$ cat src/rtl/pic16_pkg.sv
// Shared types and defaults for the PIC16 program-counter sequencer.
// Holds the instruction-class encoding, the pipeline states and the reset/interrupt vectors.
package pic16_pkg;

    localparam int          PC_WIDTH_DEF     = 13;
    localparam int          DEPTH_LOG2_DEF   = 3;
    localparam logic [12:0] RESET_VECTOR_DEF = 13'h000;
    localparam logic [12:0] INT_VECTOR_DEF   = 13'h004;

    typedef enum logic [2:0] {
        OP_SEQ    = 3'd0,
        OP_GOTO   = 3'd1,
        OP_CALL   = 3'd2,
        OP_RET    = 3'd3,
        OP_PCL_WR = 3'd4,
        OP_SKIP   = 3'd5
    } op_kind_t;

    typedef enum logic {
        ST_RUN   = 1'b0,
        ST_FLUSH = 1'b1
    } seq_state_t;

endpackage

$ cat src/rtl/stack_depth_monitor.sv
// Tracks hardware return-stack occupancy from the push/pop strobes and raises
// sticky overflow/underflow flags; the stack itself wraps, so depth saturates.
module stack_depth_monitor #(
    parameter int DEPTH_LOG2 = 3
) (
    input  logic clk,
    input  logic rst,
    input  logic push,
    input  logic pop,
    output logic stack_ovf,
    output logic stack_unf
);

    localparam logic [DEPTH_LOG2:0] DEPTH_FULL = {1'b1, {DEPTH_LOG2{1'b0}}};
    localparam logic [DEPTH_LOG2:0] DEPTH_ZERO = '0;
    localparam logic [DEPTH_LOG2:0] DEPTH_ONE  = {{DEPTH_LOG2{1'b0}}, 1'b1};

    logic [DEPTH_LOG2:0] depth_r;
    logic                ovf_r;
    logic                unf_r;

    // Depth counter with saturating ends and sticky error flags
    always_ff @(posedge clk) begin
        if (rst) begin
            depth_r <= DEPTH_ZERO;
            ovf_r   <= 1'b0;
            unf_r   <= 1'b0;
        end else begin
            case ({push, pop})
                2'b10: begin
                    if (depth_r == DEPTH_FULL) begin
                        ovf_r <= 1'b1;
                    end else begin
                        depth_r <= depth_r + DEPTH_ONE;
                    end
                end
                2'b01: begin
                    if (depth_r == DEPTH_ZERO) begin
                        unf_r <= 1'b1;
                    end else begin
                        depth_r <= depth_r - DEPTH_ONE;
                    end
                end
                default: begin
                    depth_r <= depth_r;
                end
            endcase
        end
    end

    assign stack_ovf = ovf_r;
    assign stack_unf = unf_r;

endmodule

$ cat src/rtl/pc_sequencer.sv
// PIC16 program-counter sequencer: owns the PC, models the fetch/execute pipeline
// with one flush slot per taken branch, and drives the hardware return stack.
module pc_sequencer
    import pic16_pkg::*;
#(
    parameter int                  PC_WIDTH     = PC_WIDTH_DEF,
    parameter int                  DEPTH_LOG2   = DEPTH_LOG2_DEF,
    parameter logic [PC_WIDTH-1:0] RESET_VECTOR = PC_WIDTH'(RESET_VECTOR_DEF),
    parameter logic [PC_WIDTH-1:0] INT_VECTOR   = PC_WIDTH'(INT_VECTOR_DEF)
) (
    input  logic                clk,
    input  logic                rst,
    input  logic                ce,
    input  logic [2:0]          op_kind,
    input  logic [10:0]         target,
    input  logic [4:0]          pclath,
    input  logic [7:0]          pcl_wdata,
    input  logic                irq,
    input  logic [PC_WIDTH-1:0] stack_top,
    output logic [PC_WIDTH-1:0] pc,
    output logic                flush,
    output logic                stack_push,
    output logic                stack_pop,
    output logic [PC_WIDTH-1:0] stack_din,
    output logic                irq_ack,
    output logic                stack_ovf,
    output logic                stack_unf
);

    seq_state_t          state_r;
    seq_state_t          state_nxt_s;
    logic [PC_WIDTH-1:0] pc_r;
    logic [PC_WIDTH-1:0] pc_nxt_s;
    logic [PC_WIDTH-1:0] pc_inc_s;
    logic [PC_WIDTH-1:0] jump_addr_s;
    logic [PC_WIDTH-1:0] pcl_addr_s;
    logic                push_s;
    logic                pop_s;
    logic                ack_s;
    logic [PC_WIDTH-1:0] din_s;

    assign pc_inc_s    = pc_r + PC_WIDTH'(1);
    assign jump_addr_s = PC_WIDTH'({pclath[4:3], target});
    assign pcl_addr_s  = PC_WIDTH'({pclath, pcl_wdata});

    // Next-PC mux, next state and stack/interrupt strobes
    always_comb begin
        state_nxt_s = state_r;
        pc_nxt_s    = pc_r;
        push_s      = 1'b0;
        pop_s       = 1'b0;
        ack_s       = 1'b0;
        din_s       = pc_r;
        if (ce) begin
            if (state_r == ST_FLUSH) begin
                pc_nxt_s    = pc_inc_s;
                state_nxt_s = ST_RUN;
            end else begin
                case (op_kind)
                    OP_GOTO: begin
                        pc_nxt_s    = jump_addr_s;
                        state_nxt_s = ST_FLUSH;
                    end
                    OP_CALL: begin
                        push_s      = 1'b1;
                        pc_nxt_s    = jump_addr_s;
                        state_nxt_s = ST_FLUSH;
                    end
                    OP_RET: begin
                        pop_s       = 1'b1;
                        pc_nxt_s    = stack_top;
                        state_nxt_s = ST_FLUSH;
                    end
                    OP_PCL_WR: begin
                        pc_nxt_s    = pcl_addr_s;
                        state_nxt_s = ST_FLUSH;
                    end
                    OP_SKIP: begin
                        pc_nxt_s    = pc_inc_s;
                        state_nxt_s = ST_FLUSH;
                    end
                    default: begin
                        // SEQ and the unused encodings; only here may an interrupt enter
                        if (irq) begin
                            push_s      = 1'b1;
                            ack_s       = 1'b1;
                            din_s       = pc_inc_s;
                            pc_nxt_s    = INT_VECTOR;
                            state_nxt_s = ST_FLUSH;
                        end else begin
                            pc_nxt_s    = pc_inc_s;
                            state_nxt_s = ST_RUN;
                        end
                    end
                endcase
            end
        end else begin
            state_nxt_s = state_r;
        end
    end

    // PC and pipeline state register; reset refills the pipeline from the reset vector
    always_ff @(posedge clk) begin
        if (rst) begin
            state_r <= ST_FLUSH;
            pc_r    <= RESET_VECTOR;
        end else if (ce) begin
            state_r <= state_nxt_s;
            pc_r    <= pc_nxt_s;
        end else begin
            state_r <= state_r;
            pc_r    <= pc_r;
        end
    end

    stack_depth_monitor #(
        .DEPTH_LOG2 (DEPTH_LOG2)
    ) u_depth (
        .clk       (clk),
        .rst       (rst),
        .push      (push_s),
        .pop       (pop_s),
        .stack_ovf (stack_ovf),
        .stack_unf (stack_unf)
    );

    assign pc         = pc_r;
    assign flush      = (state_r == ST_FLUSH);
    assign stack_push = push_s;
    assign stack_pop  = pop_s;
    assign stack_din  = din_s;
    assign irq_ack    = ack_s;

endmodule

$ cat config.mk
export PLATFORM = sky130hd
export DESIGN_NAME = pc_sequencer
export DESIGN_NICKNAME = d
export VERILOG_FILES = /design/src/rtl/pic16_pkg.sv /design/src/rtl/stack_depth_monitor.sv /design/src/rtl/pc_sequencer.sv
export SDC_FILE = /design/constraint.sdc
export NUM_CORES = 1
export LEC_CHECK = 0
export CORE_ASPECT_RATIO = 0.9
export CORE_MARGIN = 5
export CORE_UTILIZATION = 37
export CTS_CLUSTER_SIZE = 16
export DETAILED_ROUTE_END_ITERATION = 8
export PLACE_DENSITY = 0.72
export RECOVER_POWER = 100
export SYNTH_ARGS = -nofsm -noshare
export SYNTH_HDL_FRONTEND = slang
export SYNTH_SLANG_ARGS = --single-unit
$ cat constraint.sdc
create_clock -name clk -period 2.3 [get_ports clk]
set_input_delay 0.345 -clock clk [delete_from_list [all_inputs] [get_ports clk]]
set_output_delay 0.345 -clock clk [all_outputs]
set_load 0.005 [all_outputs]
==> results.cfg <==
[outcome]
status = finished clean

[timing]
max_freq_mhz = 450
hold_viol = 0
setup_viol = 0
setup_tns_ns = 0
rsz0062_at_grt = no
slew_viol_final = 0
worst_slew_pin_slew_ns = 0.554
holdWs_ns = 0.468
worst_clock_skew_ns = 0.00647
setup_slack_ns = 0.0790
period_minus_slack_ns = 2.22
max_slew_margin_pct = 63.1
fin_crit_sh_pct = 96.6

[logic_synthesis]
yosysSeqAreaShare_pct = 20.4
yosys-mux-area-fraction_pct = 7.26
synth_xor_area_share_pct = 6.69
synth_top_family_by_area = compound AO/OA/AOI/OAI gates
syn_area_mm2 = 0.00196
synthAdderAreaFrac_pct = 5.48
ys_seq_elements = 20
synth-simple-area-share_pct = 24.1
synth_edf_count = 0
syn_inst = 265
synth_cell_types = 54
syn_area_per_cell_um2 = 7.41
synth_nets = 317
yosys_warnings = 0
async_flop_share_pct = 0
synth_compound_area_share_pct = 28.8
synthFlopType = dfxtp_1

[worst_setup_path]
crit_path_start = pc[1]
arrival_ns = 1.88
cp_max_fo = 2
crit_required_ns = 1.96
startpoint_type = flop
worstSetupEndpointType = output pin
r2r_start = flush
crit_type = flop to output pin

[clocking]
htree_levels = 1
numCtsBuffers = 3
holdBufCountCts = 0
max-clock-path-buffers = 2
clk_pin_slew_ns = 0.08
cts_sinks = 20
cts_root_buf = clkbuf_8
clk_latency_ns = 0.26
cts_tree = built

[floorplan]
die_area_mm2 = 0.00687
num_rows = 25
ioPinCount = 76
die_h_um = 79.1
start_util_pct = 37.8
core_mm2 = 0.00519
die_w_um = 86.8

[layout]
regArea_um2 = 403
stdcell_count = 452
antenna_cells = 0
fillers = 466
multi_input_area_mm2 = 0.00148
fin_nets = 438
drive_gt1_share_pct = 21.6
area_delta_synth_final_pct = 62.9

[route]
first_pass_iters = 5
finalWirelength_mm = 7.15
via_count = 2480
drt_iter0_markers = 275
via_per_inst = 5.49
drcViolationCount = 0
ant_nets = 0
routedWlPerCell_um = 15.8

[global_route]
grt_pass1_wl_mm = 11.5
overflow = 0
grt_max_degree = 26
grt.total_usage_pct = 20.6
grt_pass1_vias = 2353
antenna_found_initial = 0

[place]
io_buffer_count = 75
dp_hpwl_mm = 5.52
gp_congestion = 0.918
dp_slack_ns = -0.557
dp_cells = 445

[power_and_ir_drop]
power_leakage_nw = 1.32
peakVddDrop_v = 0.000257
power_density_mw_per_mm2 = 319
fin_total_pwr_mw = 1.02

[hold_path]
min_path_type = flop to flop
holdCritStartpoint = u_depth.stack_ovf

[flow_run]
drv_cap = 0
==> routing by layer <==
metal | vias up | wire length (um) | share of wire [%] | GRT usage [%]
met4 | 0 | 84 | 1.2 | 5.76
li1 | 1207 | - | - | -
met5 | - | 0 | 0 | 0
met2 | 121 | 3180 | 44 | 33.8
met1 | 1145 | 3320 | 46 | 27.5
met3 | 7 | 569 | 8.0 | 3.42
==> sequential cells by signal (all words and copies together), names as in the netlist <==
register and flops:
u_depth.stack_unf 1, u_depth.depth_r 4, u_depth.stack_ovf 1, pc 13
flush 1
==> cells in the final DEF, fill, tap and decap left out, types with 3 or more instances in the layout <==
cell type        netlist  routed
a211oi_1               5       4
a21o_1                 4       4
a21oi_1               20      19
a22oi_1                8       8
a31oi_1                4       5
a32oi_1               13      13
buf_4                  0      42
buf_6                  2       3
clkbuf_1               6       9
clkbuf_2               0       4
clkbuf_4               0       3
clkbuf_8               0       4
clkdlybuf4s50_1        0      46
dfxtp_1               20      18
dlygate4sd2_1          0      12
dlygate4sd3_1          0      11
ha_1                   7       5
inv_1                 16      14
mux2i_1               12      12
nand2_1               23      23
nand2b_1               3       3
nand3_1                9       9
nor2_1                25      25
nor2b_1                2       3
nor3_1                 5       4
nor4_2                 1       3
o21ai_0               18      17
xnor2_1               11      10
xor2_1                 4       4
==> power breakdown <==
| group | switching (mW) | leakage [nW] | internal, mW | total, mW |
|---|---|---|---|---|
| sequential | 0.0101 | 0.163 | 0.360 | 0.370 |
| combinational | 0.178 | 1.13 | 0.202 | 0.380 |
| clock | 0.119 | 0.0288 | 0.152 | 0.271 |
==> kinds of logic after synthesis <==
group | count (synthesis)
DFF | 20
muxes | 14
adders and majority gates | 8
xor gates and xnor gates | 15
buffers and inverters | 32
and+or+nand+nor | 92
AOI/OAI and AO/OA | 84
==> worst max-delay path, cell delays in order (launching register included) <==
cell           delay (ns)
dfxtp_1              0.34
ha_1                 0.17
inv_1                0.06
or2_1                0.24
or3_4                0.41
xnor2_1              0.13
dlygate4sd2_1        0.28
==> worst paths after layout <==
path                         to  slack [ns]  depth (start not counted)
max                stack_din[8]        0.08                          6
max reg2reg  u_depth.depth_r[3]        0.13                         10
min reg2reg   u_depth.stack_ovf        0.47                          2
min           u_depth.stack_ovf        0.47                          2
==> synth_stat cells (6+ instances only) <==
master	count	area (um^2)
nand2_1	23	86.3
o21ai_0	18	90.1
xnor2_1	11	96.3
nor2_1	25	93.8
ha_1	7	87.6
a22oi_1	8	60.1
dfxtp_1	20	400
a21oi_1	20	100
clkbuf_1	6	22.5
inv_1	16	60.1
mux2i_1	12	120
buf_2	6	30.0
a32oi_1	13	114
nand3_1	9	45.0
==> area by class of cell <==
type / instances / share of cell area, %
multi-input cells: 213 / 46.2
repair buffers: 131 / 34.7
flip-flops and latches: 20 / 12.6
well taps: 67 / 2.62
inverters: 17 / 2.11
clock buffers: 4 / 1.72
==> metrics by stage <==
stage	util [%]	instance area, um^2
CTS	62.3	3240
floorplan	-	1980
detailed placement	60.3	3130
finish	61.6	3200
global route	61.6	3200
global placement	60.3	3130
==> timing repair <==
action,in CTS,in global routing
setup buffers,4,0
gates cloned,0,0
endpoints found under the setup margin,20,10
resized for setup,39,10
pin swaps,4,1
No activity file was read; power rests on OpenSTA's default activity.
